`src/rtl/mcp_launch_mc.sv`:
```
// Launch side of a multi-channel MCP CDC transfer: per-channel hold/pend, round-robin launch, toggle handshake.
// Two edges from pass to request toggle when idle. A pass on a busy channel is dropped and flagged.
module mcp_launch_mc #(
  parameter int W           = 32,
  parameter int CH          = 4,
  parameter int SYNC_STAGES = 2,
  localparam int CW         = (CH > 1) ? $clog2(CH) : 1
) (
  input  logic            l_clk,
  input  logic            l_rst_n,
  input  logic [CH-1:0]   l_in_pass_r,
  input  logic [CH*W-1:0] l_in_r,
  output logic [CH-1:0]   l_busy_r,
  output logic [CH-1:0]   l_drop_r,
  output logic            l_ack_err_r,
  output logic [W-1:0]    sync_l_out_r,
  output logic [CW-1:0]   sync_l_out_ch_r,
  output logic            sync_l_req_tgl_r,
  input  logic            sync_c_ack_tgl
);

  typedef enum logic {IDLE = 1'b0, WAIT_ACK = 1'b1} state_t;

  state_t                 state_r, state_nxt;
  logic [W-1:0]           hold_r [CH];
  logic [CH-1:0]          pend_r;
  logic [CW-1:0]          rr_ptr;
  logic [SYNC_STAGES-1:0] sync_ff;
  logic                   ack_prev;
  logic                   ack_q;
  logic                   ack_evt;
  logic                   gnt_any;
  logic [CW-1:0]          gnt_idx;
  logic                   launch;
  logic                   ack_done;
  logic                   ack_err;

  assign ack_q    = sync_ff[SYNC_STAGES-1];
  assign ack_evt  = ack_q ^ ack_prev;
  assign l_busy_r = pend_r;

  // Descending scan so the channel closest to rr_ptr wins.
  always_comb begin
    int idx;
    gnt_any = 1'b0;
    gnt_idx = '0;
    idx     = 0;
    for (int k = CH - 1; k >= 0; k--) begin
      idx = int'(rr_ptr) + k;
      if (idx >= CH) idx = idx - CH;
      if (pend_r[CW'(idx)]) begin
        gnt_any = 1'b1;
        gnt_idx = CW'(idx);
      end
    end
  end

  always_comb begin
    state_nxt = state_r;
    launch    = 1'b0;
    ack_done  = 1'b0;
    ack_err   = 1'b0;
    case (state_r)
      IDLE: begin
        ack_err = ack_evt;
        if (gnt_any) begin
          launch    = 1'b1;
          state_nxt = WAIT_ACK;
        end
      end
      WAIT_ACK: begin
        if (ack_evt) begin
          ack_done  = 1'b1;
          state_nxt = IDLE;
        end
      end
      default: state_nxt = IDLE;
    endcase
  end

  always_ff @(posedge l_clk) begin
    if (!l_rst_n) begin
      state_r          <= IDLE;
      pend_r           <= '0;
      rr_ptr           <= '0;
      sync_ff          <= '0;
      ack_prev         <= 1'b0;
      l_drop_r         <= '0;
      l_ack_err_r      <= 1'b0;
      sync_l_out_r     <= '0;
      sync_l_out_ch_r  <= '0;
      sync_l_req_tgl_r <= 1'b0;
      for (int i = 0; i < CH; i++) hold_r[i] <= '0;
    end else begin
      state_r     <= state_nxt;
      sync_ff     <= {sync_ff[SYNC_STAGES-2:0], sync_c_ack_tgl};
      ack_prev    <= ack_q;
      l_drop_r    <= l_in_pass_r & pend_r;
      l_ack_err_r <= ack_err;
      // Accept needs pend_r low and the ack clear needs it high, so they never collide.
      for (int i = 0; i < CH; i++) begin
        if (l_in_pass_r[i] && !pend_r[i]) begin
          hold_r[i] <= l_in_r[i*W +: W];
          pend_r[i] <= 1'b1;
        end else if (ack_done && (sync_l_out_ch_r == CW'(i))) begin
          pend_r[i] <= 1'b0;
        end
      end
      if (launch) begin
        sync_l_out_r     <= hold_r[gnt_idx];
        sync_l_out_ch_r  <= gnt_idx;
        sync_l_req_tgl_r <= ~sync_l_req_tgl_r;
        rr_ptr           <= (gnt_idx == CW'(CH - 1)) ? '0 : gnt_idx + 1'b1;
      end
    end
  end

endmodule
```
`config.mk`:
```
export PLATFORM = sky130hd
export DESIGN_NAME = mcp_launch_mc
export DESIGN_NICKNAME = d
export VERILOG_FILES = /design/src/rtl/mcp_launch_mc.sv
export SDC_FILE = /design/constraint.sdc
export NUM_CORES = 1
export LEC_CHECK = 0
export ABC_AREA = 1
export CORE_MARGIN = 3
export CORE_UTILIZATION = 40
export DETAILED_ROUTE_END_ITERATION = 6
export GPL_ROUTABILITY_DRIVEN = 0
export PLACE_DENSITY = 0.64
export SYNTH_ARGS = -nofsm -noshare
export SYNTH_HDL_FRONTEND = slang
export SYNTH_SLANG_ARGS = --single-unit
```
`constraint.sdc`:
```
create_clock -name l_clk -period 5.45 [get_ports l_clk]
set_clock_uncertainty 0.15 [all_clocks]
set_input_delay 1.09 -clock l_clk [delete_from_list [all_inputs] [get_ports l_clk]]
set_output_delay 1.09 -clock l_clk [all_outputs]
set_load 0.02 [all_outputs]
```
* After elaboration in Yosys (flattened, before gate mapping) *
Memory sizes are Yosys's and may differ from the RTL's. A register that Yosys moved wholly into a read port is not among the register bits.
Index checks and enable logic that the tools add are counted.

word-level totals
  output and inout port bits = 44
  memories = 1
  register bits after elaboration = 18
  bits in writable memories = 128
  bits in read-only memories = 0
  input bits = 135
  word-level logic and storage cells = 117
  bits in latches = 0

cells by class
  bitwise logic cells = 9
  $mul = 0
  add/subtract/negate cells = 8
  mux-type cells = 56
  divide/modulo/power cells = 0
  magnitude comparators = 8
  reduce and logical (&&, ||, !) cells = 19
  equal/unequal tests = 4
  shift operators = 0

memories
  name    words  width  rd ports  clocked after Yosys merged registers in  write ports  line  RTL
  hold_r  4      32     1         1                                        4            25    logic [W-1:0] hold_r [CH];

operator list
  cell                                                  count
  two-way mux 32 bit                                    4
  two-way mux 1 bit                                     38
  two-way mux 2 bit                                     9
  < comparator 2 x 4 -> 1 bit (second input constant)   4
  >= comparator 3 bit (second input constant)           3
  binary-select mux 1 bit (select 2 bit)                4
  logical AND 1 bit                                     8
  nonzero test 2 bit                                    4
  subtractor 2 x 1 -> 2 bit (second input constant)     4
  adder 2 x 2 -> 3 bit (second input constant)          2
  == test 2 bit (second input constant)                 3
  zero test 1 bit                                       5
  AND 4 bit                                             1
  bitwise OR 1 bit                                      4
  adder 2 x 1 -> 3 bit (second input constant)          1
  >= comparator 2 x 3 -> 1 bit (second input constant)  1
  NOT 1 bit                                             3
  adder 2 x 1 -> 2 bit (second input constant)          1
  == test 2 x 1 -> 1 bit (second input constant)        1
  zero test 2 bit                                       1
  one-hot mux 1 bit (2 select lines)                    1
  OR reduction 2 bit                                    1
  bitwise XOR 1 bit                                     1

* Depth between registers and ports, before layout *
Gate-level depths: netlist of the first run.

  depth in word-level cells = 12
  mapped depth = 18
  gate-level depth less buffers = 15

* Worst setup path after synthesis of the first run *
Ideal clock, no wire load.

  path kind = input to register
  start = input port l_in_pass_r[3]
  end = memory hold_r[3][0], enable pin
  buffers on the path = 0
  required time = 4.834 ns
  slack = 1.426 ns
  data arrival time = 3.409 ns
  cell stages on the path = 2
  setup time = 0.466 ns
  cell sequence = inv_1 -> o21ai_0

RTL lines
  what                line  RTL
  start: declaration  11    input logic [CH-1:0] l_in_pass_r,
  end: declaration    25

* Worst setup path in the final report of the first run *
  start = register rr_ptr[0]
  end = register sync_l_out_r[14], read port of hold_r

on the way
  word-level cells in the longest chain between the ends = 12
  elaborated cells between the ends (all ways) = 37
  those cells by class = 7 x add/sub; 4 x order compare; 26 x mux

RTL lines
  what                                                              line  RTL
  start: declaration                                                27    logic [CW-1:0] rr_ptr;
  start signal: assignment                                          113   rr_ptr <= (gnt_idx == CW'(CH - 1)) ? '0 : gnt_idx + 1'b1;
  adder 2 x 2 -> 3 bit                                              49    idx = int'(rr_ptr) + k;
  >= comparator 3 bit or subtractor 2 x 1 -> 2 bit (tied branches)  50    if (idx >= CH) idx = idx - CH;
  two-way mux 2 bit                                                 50
  binary-select mux 1 bit (select 2 bit)                            51    if (pend_r[CW'(idx)]) begin
  two-way mux 1 bit (not written as such) (2 in series)             51
  two-way mux 1 bit (4 in series)                                   51
  two-way mux 1 bit                                                 66    if (gnt_any) begin
  two-way mux 1 bit                                                 63    case (state_r)
  end: declaration                                                  16    output logic [W-1:0] sync_l_out_r,

Several ways; a longest one is shown, not always the timed one. The select of a mux whose other input is x is not followed.
A chain may end at the register's enable or synchronous reset.

==> impl_metrics.csv, run 1 <==
group,metric,value,unit
route,drtIter0Drc,489,
grt,grt_start_max_net_pins,71,
synth,async_reset_ff_frac,0,
timing,hold_violations,0,
synth,syn_avg_cell_area,8.00,sq um
critical_path,required,5.63,ns
cells_and_area,finalNetCount,1368,
clocking,clock_path_buffers,2,
floorplanning,coreArea,0.0211,sq mm
synth,synth.area.mux_share,0,
floorplanning,initial_core_util,0.408,
timing,slew_headroom,0.255,
run_status,violations,"DRC",
run_status,status,"complete, but fails checks",
critical_path,cp-start-kind,"flip-flop",
clocking,clk_pin_slew_worst_paths,0.07,ns
clocking,hold_buffers,0,
synth,ys_types,24,
cells_and_area,drive_above_1_share,0.0465,
floorplanning,die_h,153,microns
place,port_buffers,178,
cells_and_area,syn_to_final_growth,29.4,%
clocking,htreeDepth,4,
floorplanning,ios,179,
power_and_ir_drop,power_density,494,mW/mm^2
timing,period_minus_slack,2.89,ns
critical_path,cp.arrival,3.07,ns
clocking,clk_root_buffer_cell,"clkbuf_16",
cells_and_area,insertedDiodeCount,0,
grt,grt_use_total,0.185,
timing,tns,0,ns
timing,rsz0062_at_grt,"no",
flow_run,maxCapViolCount,0,
clocking,cts_repair_resize_count,0,
route,drc_errors,2,
synth,synth_xor_xnor_area_share,0,
synth,yosys_warnings,0,
clocking,clk_latency,0.43,ns
route,viasPerCell,4.54,
timing,worst_pin_slew,1.12,ns
route,antenna_left,0,
synth,ys.flop_type,"edfxtp_1",
timing,post-route-period-util,0.530,
route,wl,21900,microns
grt,grt_pass1_vias,6577,
power_and_ir_drop,worst_ir_drop_vdd,0.000422,V
cells_and_area,nFillCells,1991,
timing,final_max_slew_viol_count,0,
synth,synth_top_family_by_area,"simple AND/OR/NAND/NOR gates",
cells_and_area,regArea,0.00484,sq mm
min_path,hp-start,"sync_ff[0]$_SDFF_PN0_",
clocking,cts_buffers,17,
synth,synth_simple_gate_area_frac,0.253,
route,wire_per_inst,14.4,microns
synth,ys_ff_latch,178,
route,drtPass1Iterations,7,
timing,max_freq,346,MHz
power_and_ir_drop,p_leak,5.47,nW
route,num_vias,6901,
grt,grt_overflow,0,
timing,setup_viol,0,
synth,netlist_area,0.00861,sq mm
clocking,post_cts_buffers,0,
critical_path,worstReg2RegStart,"rr_ptr[0]$_SDFFE_PN0P_",
floorplanning,fp.dieArea,0.0233,sq mm
place,dpl.hpwl,15100,microns
critical_path,crit_fanout,33,
synth,synth_compound_area_frac,0.0125,
grt,antenna_found_initial,0,
synth,synth_cells,1076,
synth,synthesis.nets,1211,
synth,synth_fa_ha_area_frac,0,
cells_and_area,multi_input_comb_area,0.00230,sq mm
min_path,worstHoldPathType,"flip-flop to flip-flop",
critical_path,cp-startpoint,"rr_ptr[0]$_SDFFE_PN0P_",
floorplanning,placementRows,53,
synth,synth-edff-count,128,
floorplanning,die_w,153,microns
critical_path,critPathKind,"flip-flop to flip-flop",
critical_path,crit_path_end_kind,"flip-flop",
grt,grt_pass1_wl,33800,microns
clocking,cts_tree,"yes",
cells_and_area,utilization,0.528,
clocking,clkSinkCount,178,
synth,seq_area_frac_synth,0.563,
==> Yosys cell counts, types with 3 or more instances <==
| master | number | area (sq um) |
|---|---|---|
| inv_1 | 305 | 1140 |
| nor2_1 | 196 | 736 |
| nand3_1 | 172 | 861 |
| nand2_1 | 131 | 492 |
| edfxtp_1 | 128 | 3840 |
| dfxtp_1 | 50 | 1000 |
| buf_2 | 21 | 105 |
| clkbuf_1 | 19 | 71.3 |
| nor3_1 | 8 | 40.0 |
| o21ai_0 | 8 | 40.0 |
| buf_6 | 7 | 78.8 |
| inv_2 | 6 | 22.5 |
| a21oi_1 | 5 | 25.0 |
| nand2_2 | 5 | 31.3 |
| buf_4 | 4 | 30.0 |
| o31ai_1 | 3 | 22.5 |
==> cells in the final DEF, fill, tap and decap left out, drive strengths merged, types with 2 or more instances in the layout <==
master	instances
inv	313
nor2	196
clkdlybuf4s50	178
nand3	173
nand2	136
edfxtp	128
dfxtp	50
clkbuf	18
buf	13
o21ai	9
nor3	8
clkinv	8
a21oi	5
o31ai	3
bufinv	3
clkinvlp	2
==> registers in the layout, summed over array words and instances, names as in the netlist <==
| register | flops |
|---|---|
| l_ack_err_r | 1 |
| sync_l_out_r | 32 |
| ack_prev | 1 |
| hold_r | 128 |
| sync_l_req_tgl_r | 1 |
| rr_ptr | 2 |
| l_drop_r | 4 |
| sync_l_out_ch_r | 2 |
| l_busy_r | 4 |
| sync_ff | 2 |
| state_r | 1 |
==> critical path: stages, from the launching register on <==
cell     delay (ns)
dfxtp_1        0.51
inv_4          0.10
nand2_1        0.07
nand2_1        0.07
nand2_1        0.10
nand2_2        0.08
o21ai_1        0.17
nand2_2        0.08
nand2_2        0.51
buf_4          0.47
nand2_1        0.09
nand3_1        0.14
nand3_1        0.09
nand2_1        0.10
inv_1          0.03
==> worst paths after layout <==
kind / slack, ns / end / depth (start not counted)
max: 2.56 / sync_l_out_r[14]$_SDFFE_PN0P_ / 14
min: 0.29 / sync_ff[1]$_SDFF_PN0_ / 2
max reg2reg: 2.56 / sync_l_out_r[14]$_SDFFE_PN0P_ / 14
min reg2reg: 0.29 / sync_ff[1]$_SDFF_PN0_ / 2
==> layer usage <==
| layer | wire, microns | share of wire | global-route usage |
|---|---|---|---|
| met1 | 9450 | 0.43 | 0.243 |
| met2 | 10700 | 0.49 | 0.306 |
| met3 | 1450 | 0.066 | 0.0500 |
| met4 | 269 | 0.012 | 0.0433 |
| met5 | 0 | 0 | 0 |
==> where the power goes <==
| part | switching, W | leakage, nW | internal (W) | total, W |
|---|---|---|---|---|
| clock network | 0.000523 | 0.281 | 0.000719 | 0.00124 |
| registers | 0.000120 | 1.80 | 0.00167 | 0.00178 |
| logic | 0.00163 | 3.39 | 0.000840 | 0.00247 |
==> per-stage QoR <==
stage	instances	area, sq um	total power [W]	hold slack (ns)	setup WS [ns]
after detailed placement	1489	10500	0.00431	0.258	2.44
final	1521	11100	0.00550	0.285	2.56
after CTS	1521	11100	0.00555	0.280	2.56
after global placement	1489	10500	0.00427	0.244	2.46
after global routing	1521	11100	0.00589	0.324	2.32
after floorplan	1076	8610	0.00362	0.240	1.43
==> layout make-up <==
cell class              count  area share
repair buffers            191       0.169
well taps                 275      0.0309
flip-flops and latches    178       0.435
inverters                 312       0.105
clock inverters            14      0.0147
multi-input cells         533       0.206
clock buffers              18      0.0385
==> logic make-up after synthesis <==
family	count (synthesis)
DFF	178
and+or+nand+nor	514
buffers and inverters	365
AOI/OAI and AO/OA	19
(Power assumes the default switching activity.)
==> inputs of run 2 (changes only) <==
==> constraint.sdc (replaced) <==
create_clock -name l_clk -period 2.7 [get_ports l_clk]
set_clock_uncertainty 0.15 [all_clocks]
set_input_delay 0.54 -clock l_clk [delete_from_list [all_inputs] [get_ports l_clk]]
set_output_delay 0.54 -clock l_clk [all_outputs]
set_load 0.02 [all_outputs]
==> run 2 against run 1 <==
Compared with the run above: the run now ends clean; critical path depth stayed put; non-clock buffer count is 4 higher; utilization is 0.49 points higher; combinational power is 110% higher; total power is 100% higher; final cell count is 0.26% higher; global-route usage is 0.16 points higher; sequential cell count stayed put; critical endpoint is now sync_l_out_r[11]$_SDFFE_PN0P_; highest routed layer unchanged.
==> impl_metrics.csv, run 2 (synthesized netlist as in run 1, its figures left out) <==
group,metric,value,unit
clocking,clk_pin_slew_worst_paths,0.07,ns
timing,period_minus_slack,2.32,ns
timing,hold_violations,0,
cells_and_area,insertedDiodeCount,0,
power_and_ir_drop,worst_ir_drop_vdd,0.000880,V
place,place_ws,0.373,ns
critical_path,worstReg2RegStart,"rr_ptr[0]$_SDFFE_PN0P_",
route,antenna_left,0,
clocking,htreeDepth,4,
grt,antenna_found_initial,0,
cells_and_area,regMostFlops,"hold_r",
critical_path,crit_fanout,32,
clocking,cts_buffers,17,
timing,worst_pin_slew,0.591,ns
route,viasPerCell,4.60,
critical_path,critPathKind,"flip-flop to flip-flop",
grt,grt_start_max_net_pins,65,
cells_and_area,layout_common_cells,"305 x inv_1, 196 x nor2_1, 178 x clkdlybuf4s50_1",
place,port_buffers,178,
clocking,cts_tree,"yes",
cells_and_area,layout_commonest_cell,"inv_1",
timing,max_freq,431,MHz
cells_and_area,largest_reg_flops,128,
route,wire_per_inst,14.2,microns
route,drc_errors,0,
floorplanning,initial_core_util,0.408,
power_and_ir_drop,p_leak,5.51,nW
floorplanning,placementRows,53,
power_and_ir_drop,power_density,991,mW/mm^2
grt,grt_pass1_wl,34500,microns
clocking,clk_root_buffer_cell,"clkbuf_16",
route,drtIter0Drc,494,
min_path,whs_endpoint,"sync_ff[1]$_SDFF_PN0_",
floorplanning,die_h,153,microns
grt,grt_use_total,0.186,
floorplanning,ios,179,
flow_run,maxCapViolCount,0,
clocking,clk_latency,0.42,ns
cells_and_area,syn_to_final_growth,30.6,%
clocking,cts_repair_resize_count,0,
min_path,whs_path_depth,2,
timing,setup_viol,0,
cells_and_area,reg_top3,"hold_r x128, sync_l_out_r x32",
timing,rsz0062_at_grt,"no",
min_path,worstHoldPathType,"flip-flop to flip-flop",
timing,post-route-period-util,0.860,
floorplanning,die_w,153,microns
route,wl,21600,microns
critical_path,reg2regPathDepth,14,
critical_path,required,2.88,ns
timing,tns,0,ns
route,drtPass1Iterations,5,
clocking,post_cts_buffers,0,
critical_path,timing.rr.end,"sync_l_out_r[11]$_SDFFE_PN0P_",
floorplanning,fp.dieArea,0.0233,sq mm
critical_path,cp-start-kind,"flip-flop",
grt,grt_overflow,0,
route,num_vias,7018,
timing,slew_headroom,0.606,
min_path,hp-start,"sync_ff[0]$_SDFF_PN0_",
timing,final_max_slew_viol_count,0,
clocking,clkSinkCount,178,
cells_and_area,drive_above_1_share,0.0504,
timing,fin_ws,0.378,ns
critical_path,worst-r2r-setup-slack,0.38,ns
place,dpl.hpwl,15400,microns
floorplanning,coreArea,0.0211,sq mm
run_status,status,"completed",
critical_path,crit_path_end_kind,"flip-flop",
cells_and_area,finalNetCount,1372,
grt,grt_pass1_vias,6760,
clocking,clock_path_buffers,2,
clocking,hold_buffers,0,
critical_path,cp.arrival,2.50,ns
==> run 2: worst max-delay path: stages, from the launching register on <==
cell     delay, ns
dfxtp_1       0.52
inv_4         0.10
nand2_1       0.11
nand3_2       0.08
nand2_1       0.14
inv_2         0.04
nor2_1        0.08
nor2_1        0.06
nand2_2       0.10
buf_4         0.35
nand3_1       0.12
nand3_1       0.14
nand3_1       0.09
nand2_1       0.09
inv_1         0.04
==> run 2: area by class of cell <==
| cell class | instances | area, sq um |
|---|---|---|
| clock buffer | 17 | 425 |
| clock inverter | 15 | 141 |
| fill | 2019 | 9850 |
| inverter | 312 | 1170 |
| multi-input combinational | 533 | 2300 |
| sequential | 178 | 4840 |
| tap | 275 | 344 |
| timing repair buffer | 195 | 2010 |
==> run 2: how the worst max path moves through the flow <==
stage          cells after the start                            end                    from  slack, ns
6_report                          14  sync_l_out_r[11]$_SDFFE_PN0P_  rr_ptr[0]$_SDFFE_PN0P_       0.38
5_1_grt                           14  sync_l_out_r[11]$_SDFFE_PN0P_  rr_ptr[0]$_SDFFE_PN0P_        0.1
4_1_cts                           14  sync_l_out_r[27]$_SDFFE_PN0P_  rr_ptr[0]$_SDFFE_PN0P_       0.39
3_5_place_dp                       6  sync_l_out_r[11]$_SDFFE_PN0P_                 l_rst_n       0.37
3_3_place_gp                       6  sync_l_out_r[25]$_SDFFE_PN0P_                 l_rst_n       0.43
2_1_floorplan                      2     hold_r[3][0]$_SDFFCE_PN0P_          l_in_pass_r[3]       0.09
==> run 2: per-stage QoR <==
stage	power [W]	instances	utilization	hold WS [ns]	cell area [sq um]
2_1_floorplan	0.00730	1076	-	0.240	8610
3_3_place_gp	0.00879	1493	0.506	0.243	10700
3_5_place_dp	0.00887	1493	0.506	0.261	10700
4_1_cts	0.0113	1525	0.533	0.280	11200
5_1_grt	0.0120	1525	0.533	0.315	11200
6_report	0.0111	1525	0.533	0.277	11200
==> run 2: power by group <==
| group | internal, W | switching, W | total (W) | leakage (nW) |
|---|---|---|---|---|
| Clock | 0.00135 | 0.00104 | 0.00239 | 0.266 |
| Combinational | 0.00183 | 0.00334 | 0.00517 | 3.45 |
| Sequential | 0.00336 | 0.000221 | 0.00358 | 1.80 |
| Total | 0.00654 | 0.00460 | 0.0111 | 5.51 |
==> run 2: metal layers <==
metal / routed length (microns) / global-route usage / share of wire / vias up
met3: 1230 / 0.0486 / 0.057 / 28
li1: - / - / - / 3546
met5: 0 / 0 / 0 / -
met2: 10500 / 0.311 / 0.49 / 202
met4: 398 / 0.0526 / 0.018 / 0
met1: 9490 / 0.241 / 0.44 / 3242
